## config.mk

```make
export PLATFORM = sky130hd
export DESIGN_NAME = md_sequencer_flat
export DESIGN_NICKNAME = d
export VERILOG_FILES = /design/src/rtl/md_sequencer_if.sv /design/src/rtl/md_sequencer.sv /design/src/flat_wrapper.sv
export SDC_FILE = /design/constraint.sdc
export NUM_CORES = 1
export LEC_CHECK = 0
export ABC_AREA = 1
export CORE_UTILIZATION = 50
export DETAILED_ROUTE_END_ITERATION = 8
export PLACE_DENSITY = 0.73
export RECOVER_POWER = 25
export SLEW_MARGIN = 10
export SYNTH_ARGS = -nofsm -noshare
export SYNTH_HDL_FRONTEND = slang
export SYNTH_SLANG_ARGS = --single-unit
```

## constraint.sdc

```tcl
create_clock -name clk -period 3.1 [get_ports clk]
set_clock_uncertainty 0.05 [all_clocks]
set_input_delay 0.465 -clock clk [delete_from_list [all_inputs] [get_ports clk]]
set_output_delay 0.465 -clock clk [all_outputs]
set_load 0.05 [all_outputs]
```

## src/rtl/md_sequencer_if.sv

```systemverilog
`default_nettype none
// ============================================================================
// Module      : md_sequencer_if
// Description : Command/status/result bundle between the control unit and
//               the HI/LO multiply/divide sequencer.
// Revision    : 1.0 - initial release
// ============================================================================
interface md_sequencer_if #(
   parameter int WIDTH = 32
);
   logic             mult_start;
   logic             div_start;
   logic [WIDTH-1:0] op_a;
   logic [WIDTH-1:0] op_b;
   logic             busy;
   logic             done;
   logic             div_zero;
   logic [WIDTH-1:0] hi_out;
   logic [WIDTH-1:0] lo_out;
   logic             hi_write;
   logic             lo_write;

   // Control-unit side: issues commands, observes status and results
   modport master (
      output mult_start, div_start, op_a, op_b,
      input  busy, done, div_zero, hi_out, lo_out, hi_write, lo_write
   );

   // Sequencer side
   modport slave (
      input  mult_start, div_start, op_a, op_b,
      output busy, done, div_zero, hi_out, lo_out, hi_write, lo_write
   );
endinterface
`default_nettype wire

```

## src/rtl/md_sequencer.sv

```systemverilog
`default_nettype none
// ============================================================================
// Module      : md_sequencer
// Description : Iterative signed multiply (radix-2 Booth) and signed divide
//               (restoring, on magnitudes) feeding the HI/LO registers.
//               One operation at a time; starts while busy are ignored.
// Revision    : 1.0 - initial release
// ============================================================================
module md_sequencer #(
   parameter int WIDTH = 32,
   parameter int CNT_W = 6
) (
   input  logic           clk,
   input  logic           reset,   // asynchronous, active low
   md_sequencer_if.slave  bus
);

   typedef enum logic [2:0] {
      S_IDLE = 3'd0,
      S_MULT = 3'd1,
      S_DIV  = 3'd2,
      S_FIX  = 3'd3,
      S_DONE = 3'd4
   } state_t;

   localparam logic [CNT_W-1:0] c_last = CNT_W'(WIDTH - 1);
   localparam logic [CNT_W-1:0] c_one  = CNT_W'(1);

   state_t             r_state;
   state_t             w_next;
   logic [CNT_W-1:0]   r_cnt;
   // Booth: r_acc is one bit wider than WIDTH so subtracting the most
   // negative multiplicand cannot overflow. Divide: r_acc holds the partial
   // remainder (top bit always 0).
   logic [WIDTH:0]     r_acc;
   logic [WIDTH-1:0]   r_mq;      // multiplier / dividend-then-quotient
   logic               r_q1;      // Booth q(-1) bit
   logic [WIDTH-1:0]   r_mcand;   // multiplicand / divisor magnitude
   logic               r_neg_q;
   logic               r_neg_r;
   logic               r_dz;
   logic               r_busy;
   logic               r_done;
   logic               r_div_zero;
   logic               r_hi_write;
   logic               r_lo_write;
   logic [WIDTH-1:0]   r_hi;
   logic [WIDTH-1:0]   r_lo;

   logic               w_do_mult;
   logic               w_do_div;
   logic               w_b_zero;
   logic [WIDTH-1:0]   w_abs_a;
   logic [WIDTH-1:0]   w_abs_b;
   logic [WIDTH:0]     w_mcand_x;
   logic [WIDTH:0]     w_booth_sum;
   logic [2*WIDTH+1:0] w_booth_cat;
   logic [WIDTH:0]     w_acc_n;
   logic [WIDTH-1:0]   w_mq_booth;
   logic [WIDTH:0]     w_trial;
   logic               w_qbit;
   logic [WIDTH-1:0]   w_rem_n;
   logic [WIDTH-1:0]   w_mq_div;
   logic [WIDTH-1:0]   w_quot;
   logic [WIDTH-1:0]   w_rem;
   logic               w_fin_dz;

   // MULT wins when both starts arrive together
   assign w_do_mult = bus.mult_start;
   assign w_do_div  = bus.div_start & ~bus.mult_start;
   assign w_b_zero  = (bus.op_b == '0);
   assign w_abs_a   = bus.op_a[WIDTH-1] ? (-bus.op_a) : bus.op_a;
   assign w_abs_b   = bus.op_b[WIDTH-1] ? (-bus.op_b) : bus.op_b;

   // Booth step: add/subtract on the {q0, q-1} pair, then arithmetic shift
   assign w_mcand_x = {r_mcand[WIDTH-1], r_mcand};
   always_comb begin
      w_booth_sum = r_acc;
      case ({r_mq[0], r_q1})
         2'b01:   w_booth_sum = r_acc + w_mcand_x;
         2'b10:   w_booth_sum = r_acc - w_mcand_x;
         default: w_booth_sum = r_acc;
      endcase
   end
   assign w_booth_cat = {w_booth_sum[WIDTH], w_booth_sum, r_mq};
   assign w_acc_n     = w_booth_cat[2*WIDTH+1:WIDTH+1];
   assign w_mq_booth  = w_booth_cat[WIDTH:1];

   // Restoring divide step: shift in next dividend bit, trial subtract
   assign w_trial  = {r_acc[WIDTH-1:0], r_mq[WIDTH-1]} - {1'b0, r_mcand};
   assign w_qbit   = ~w_trial[WIDTH];
   assign w_rem_n  = w_qbit ? w_trial[WIDTH-1:0] : {r_acc[WIDTH-2:0], r_mq[WIDTH-1]};
   assign w_mq_div = {r_mq[WIDTH-2:0], w_qbit};

   // Sign fix-up: truncation toward zero, remainder follows the dividend
   assign w_quot = r_neg_q ? (-r_mq) : r_mq;
   assign w_rem  = r_neg_r ? (-r_acc[WIDTH-1:0]) : r_acc[WIDTH-1:0];

   // The DONE entered from FIX with the zero-divisor flag is a status-only end
   assign w_fin_dz = (r_state == S_FIX) & r_dz;

   // Next-state decode
   always_comb begin
      w_next = r_state;
      case (r_state)
         S_IDLE: begin
            if (w_do_mult)
               w_next = S_MULT;
            else if (w_do_div)
               // Zero divisor skips the iterations; FIX gives it the
               // one-edge delay before DONE
               w_next = w_b_zero ? S_FIX : S_DIV;
         end
         S_MULT:  if (r_cnt == c_last) w_next = S_DONE;
         S_DIV:   if (r_cnt == c_last) w_next = S_FIX;
         S_FIX:   w_next = S_DONE;
         S_DONE:  w_next = S_IDLE;
         default: w_next = S_IDLE;
      endcase
   end

   // State register
   always_ff @(posedge clk or negedge reset) begin
      if (!reset) r_state <= S_IDLE;
      else        r_state <= w_next;
   end

   // Operand capture, iteration datapath and result registers
   always_ff @(posedge clk or negedge reset) begin
      if (!reset) begin
         r_cnt   <= '0;
         r_acc   <= '0;
         r_mq    <= '0;
         r_q1    <= 1'b0;
         r_mcand <= '0;
         r_neg_q <= 1'b0;
         r_neg_r <= 1'b0;
         r_dz    <= 1'b0;
         r_hi    <= '0;
         r_lo    <= '0;
      end else begin
         case (r_state)
            S_IDLE: begin
               r_cnt <= '0;
               if (w_do_mult) begin
                  r_mcand <= bus.op_a;
                  r_mq    <= bus.op_b;
                  r_acc   <= '0;
                  r_q1    <= 1'b0;
                  r_dz    <= 1'b0;
               end else if (w_do_div) begin
                  r_mcand <= w_abs_b;
                  r_mq    <= w_abs_a;
                  r_acc   <= '0;
                  r_neg_q <= bus.op_a[WIDTH-1] ^ bus.op_b[WIDTH-1];
                  r_neg_r <= bus.op_a[WIDTH-1];
                  r_dz    <= w_b_zero;
               end
            end
            S_MULT: begin
               r_acc <= w_acc_n;
               r_mq  <= w_mq_booth;
               r_q1  <= r_mq[0];
               r_cnt <= r_cnt + c_one;
               if (r_cnt == c_last) begin
                  r_hi <= w_acc_n[WIDTH-1:0];
                  r_lo <= w_mq_booth;
               end
            end
            S_DIV: begin
               r_acc <= {1'b0, w_rem_n};
               r_mq  <= w_mq_div;
               r_cnt <= r_cnt + c_one;
            end
            S_FIX: begin
               if (!r_dz) begin
                  r_hi <= w_rem;
                  r_lo <= w_quot;
               end
            end
            default: ;
         endcase
      end
   end

   // Registered status and write-enable outputs
   always_ff @(posedge clk or negedge reset) begin
      if (!reset) begin
         r_busy     <= 1'b0;
         r_done     <= 1'b0;
         r_div_zero <= 1'b0;
         r_hi_write <= 1'b0;
         r_lo_write <= 1'b0;
      end else begin
         r_busy     <= (w_next != S_IDLE);
         r_done     <= (w_next == S_DONE);
         r_div_zero <= (w_next == S_DONE) & w_fin_dz;
         r_hi_write <= (w_next == S_DONE) & ~w_fin_dz;
         r_lo_write <= (w_next == S_DONE) & ~w_fin_dz;
      end
   end

   assign bus.busy     = r_busy;
   assign bus.done     = r_done;
   assign bus.div_zero = r_div_zero;
   assign bus.hi_write = r_hi_write;
   assign bus.lo_write = r_lo_write;
   assign bus.hi_out   = r_hi;
   assign bus.lo_out   = r_lo;

endmodule
`default_nettype wire

```

## src/flat_wrapper.sv

```systemverilog
// flat-port wrapper written by rule: the top's interface ports become plain ports
module md_sequencer_flat 
#(
   parameter int WIDTH = 32,
   parameter int CNT_W = 6
)
  (clk, reset, bus_mult_start, bus_div_start, bus_op_a, bus_op_b, bus_busy, bus_done, bus_div_zero, bus_hi_out, bus_lo_out, bus_hi_write, bus_lo_write);
  md_sequencer_if #(.WIDTH(WIDTH)) bus_i ();
  input  logic clk;
  input  logic reset;
  input wire logic [$bits(bus_i.mult_start)-1:0] bus_mult_start;
  input wire logic [$bits(bus_i.div_start)-1:0] bus_div_start;
  input wire logic [$bits(bus_i.op_a)-1:0] bus_op_a;
  input wire logic [$bits(bus_i.op_b)-1:0] bus_op_b;
  output wire logic [$bits(bus_i.busy)-1:0] bus_busy;
  output wire logic [$bits(bus_i.done)-1:0] bus_done;
  output wire logic [$bits(bus_i.div_zero)-1:0] bus_div_zero;
  output wire logic [$bits(bus_i.hi_out)-1:0] bus_hi_out;
  output wire logic [$bits(bus_i.lo_out)-1:0] bus_lo_out;
  output wire logic [$bits(bus_i.hi_write)-1:0] bus_hi_write;
  output wire logic [$bits(bus_i.lo_write)-1:0] bus_lo_write;
  assign bus_i.mult_start = bus_mult_start;
  assign bus_i.div_start = bus_div_start;
  assign bus_i.op_a = bus_op_a;
  assign bus_i.op_b = bus_op_b;
  assign bus_busy = bus_i.busy;
  assign bus_done = bus_i.done;
  assign bus_div_zero = bus_i.div_zero;
  assign bus_hi_out = bus_i.hi_out;
  assign bus_lo_out = bus_i.lo_out;
  assign bus_hi_write = bus_i.hi_write;
  assign bus_lo_write = bus_i.lo_write;
  md_sequencer #(.WIDTH(WIDTH), .CNT_W(CNT_W)) u_core (.clk(clk), .reset(reset), .bus(bus_i));
endmodule
```

==> results by group <==
Clock network
  • CTS root buf: clkbuf_16
  • TritonCTS clock tree: built
  • Clk pin slew, worst setup/hold paths: 0.08 ns
  • Clock Tree Buf Depth: 2
  • CTS Sinks: around 180
  • Cts bufs inserted: 17
  • Worst-Skew Late Latency: about 0.47 ns
  • CTS H-tree depth: 4

Finish
  • Nets: about 3500
  • Layout Area Growth over Synthesis: 25.7%
  • Fill count: between 3000 and 4000
  • Register area: approximately 4500 µm²
  • Multi-input logic area: approximately 13000 µm²
  • Final core occ: 0.642
  • Share of layout cells above drive strength 1: 0.137
  • Number of antenna diodes: 0

Timing
  • RSZ-0062 raised after global routing: yes
  • FMAX: ~310 MHz
  • Setup violations, final: 32
  • Crit share post-route: 1.05
  • Worst-Margin Slew: around 2.1 ns
  • Final worst slack: -0.167 ns
  • Minimum clock period: ~3.3 ns
  • Hold Violations, Final: 0
  • Slew HR: -0.424
  • Number of slew-limit violations in the final report: 74

Critical path
  • CP max FO: 3
  • CP endpoint: u_core.r_acc[27]
  • Reg-to-Reg End: u_core.r_acc[27]
  • Endpoint class of the critical path: register
  • Critical path's slowest cell: dfrtp_1
  • Max incr delay on CP: roughly 0.40 ns
  • Critical path cell sequence: inv_2 > buf_6 > nand4_1 > nand3b_1 > nor2_1 > nand4_1 > nand2_2 > xor2_4 > ha_4 > nand2_2 > inv_1 > a21oi_2 > buf_4 > o21bai_1 > nor2_1 > nand2_1 > nand2_1 > nand3_2 > nand2_1 > nand2_1 > nand3_1
  • Critical path launch point type: register
  • Worst reg-to-reg setup slack: -0.17 ns
  • Cell mode on critical path: nand2_1
  • Cells on worst reg2reg path: 21
  • Reg2Reg Launch Point: u_core.r_mcand[0]
  • Critical Path RT: about 3.5 ns
  • Worst setup path category: register to register
  • Worst EP arrival: around 3.6 ns
  • Critical path origin: u_core.r_mcand[0]

GRT
  • First-pass GRT wire length: between 100 and 150 mm
  • Initial antenna violation count: 1
  • Maximum number of pins on one net before global-route repair: 94
  • Vias in the first global route: about 21000
  • Overall track demand over capacity in global routing: 0.407
  • Gr ovfl total: 0

Run status
  • Failing checks: DRC, capacitance limit, slew limit, setup timing
  • Status: finished with violations

Floorplan
  • I/O pin cnt: ~140
  • Die Height: roughly 190 µm
  • Total die area: approximately 37000 µm²
  • Initial core utilization: 0.511
  • Core Region: ~36000 µm²
  • Std-Cell Rows: 69
  • Die X: slightly below 200 µm

Route
  • Total Wirelength: between 70 and 80 mm
  • Antenna viol nets, final: 0
  • DRC violations left: 2
  • Wire per inst: around 20 µm
  • Vias per cell: roughly 5.9
  • Vias: between 20000 and 25000
  • Initial drt markers: between 2000 and 2500
  • First drt pass iteration count: 8

Synthesis
  • Syn_nets: between 3000 and 4000
  • Async SR Flop Fraction: 1.00
  • Post-synth EDFFs: 0
  • Synth unique cells: between 40 and 50
  • Synth top area cells: dfrtp_1, nand2_1, inv_1, nand3_1, nor2_1
  • Synthesized area: 18300 µm²
  • Synth cell count leaders: nand2_1, inv_1, nor2_1
  • Synth area leader: dfrtp_1
  • Most frequent cell after synthesis: nand2_1
  • Avg Cell Area, Syn: just under 6 µm²
  • YS warnings: 0
  • Post-synth top flop: dfrtp_1
  • Number of synthesized register bits: 178
  • Cells after synthesis: 3142
  • Top cell type's share of synthesized area: 0.243
  • Post-synthesis sequential area ratio: 0.243

Hold path
  • HP Class: register to register

Job
  • MaxCap Viol Count: 1

Place
  • GP Congestion: roughly 1.0
  • DP Wirelength: slightly below 60 mm
  • Buffers on Ports: between 100 and 150
-- cell families (layout without fill, tap and decap cells) --
group	count (synthesis)	count (layout)	synth area share
AO/OA/AOI/OAI	481	481	0.152
XOR/XNOR	84	84	0.0402
adder cells (fa/ha/maj)	73	73	0.0507
buffers and inverters	531	781	0.111
flip-flops	178	178	0.243
AND/OR/NAND/NOR	1795	1795	0.403
-- how the worst min path moves through the flow --
stage / end / from / slack (ns) / depth (start not counted)
floorplan: u_core.bus.busy / reset / 0.12 / 0
global placement: u_core.bus.lo_out[23] / u_core.bus.lo_out[23] / 0.41 / 2
detailed placement: u_core.bus.hi_out[14] / u_core.bus.hi_out[14] / 0.41 / 2
CTS: u_core.r_mcand[18] / reset / 0.02 / 1
global route: u_core.bus.lo_out[29] / u_core.bus.lo_out[29] / 0.46 / 2
finish: u_core.bus.lo_out[31] / u_core.bus.lo_out[31] / 0.43 / 2
-- final cells by class --
class | count | area share
Multi-Input combinational cell | 2433 | 0.560
Clock inverter | 14 | 0.00734
Sequential cell | 178 | 0.194
Clock buffer | 17 | 0.0185
Inverter | 419 | 0.0683
Tap cell | 461 | 0.0251
Timing Repair Buffer | 331 | 0.128
-- stage by stage --
step                      setup WS (ns)  TNS [ns]  instance area [µm²]  hold slack, ns  instances
after floorplan                  0.0358         0                18300           0.119       3142
after CTS                       -0.0441    -0.386                22400          0.0193       3844
after global routing             -0.375    -10.83                23000           0.455       3853
after global placement           -0.268     -4.24                21300           0.414       3807
after detailed placement         -0.301     -6.29                21300           0.414       3807
final                            -0.167     -2.53                23000           0.432       3853
-- worst max-delay path: cells and delay by family (launching register included) --
| family | cells | cell delay (ns) |
|---|---|---|
| flops | 1 | 0.40 |
| buf+inv | 4 | 0.37 |
| xor+xnor | 1 | 0.20 |
| simple gates | 13 | 1.72 |
| fa+ha+maj | 1 | 0.24 |
| compound gates | 2 | 0.24 |
-- placed cells by master (no fill, tap or decap), drive strengths merged --
master,synthesis,final
clkdlybuf4s50,0,134
o21a,2,2
nor3b,2,2
o21bai,12,12
o22ai,12,12
o221ai,19,19
inv,416,422
nor3,28,28
clkinv,3,8
nand2,1073,1073
and2,4,4
nand3b,11,11
a21o,3,3
a21oi,167,167
nand4,39,39
fa,2,2
buf,33,194
nor2,324,324
dfrtp,178,178
clkinvlp,0,2
xnor2,17,17
o22a,1,1
and3,2,2
o211ai,21,21
o31ai,6,6
xor2,67,67
a211oi,1,1
a31o,1,1
ha,71,71
clkbuf,79,20
nand3,289,289
a22o,1,1
o21ai,185,185
a221oi,28,28
a31oi,5,5
a22oi,17,17
or2,11,11
nor4,12,12
bufinv,0,1
-- repair_timing --
| item | in CTS | in global routing |
|---|---|---|
| pin swaps | 59 | 63 |
| endpoints found under the setup margin | 43 | 56 |
| resized for setup | 129 | 138 |
| hold buffers | 0 | 0 |
| setup buffers | 6 | 8 |
| cloned | 0 | 1 |
-- metal layers --
metal / up-vias / routed length [µm] / track usage
met5: - / 0 / 0
met4: 0 / 8010 / 0.368
met3: 299 / 5220 / 0.0582
met2: 1132 / 35400 / 0.671
met1: 10500 / 28800 / 0.461
li1: 10600 / - / -
-- flip-flops by register name, summed over array words and instances (netlist names), 3 cells and up --
name               cells
u_core.bus.lo_out     32
u_core.r_mcand        32
u_core.bus.hi_out     32
u_core.r_cnt           6
u_core.r_acc          33
u_core.r_mq           32
u_core.r_state         3
Power is not shown: default switching activity piles up to over one toggle a cycle in this logic, so the estimate is an artifact.
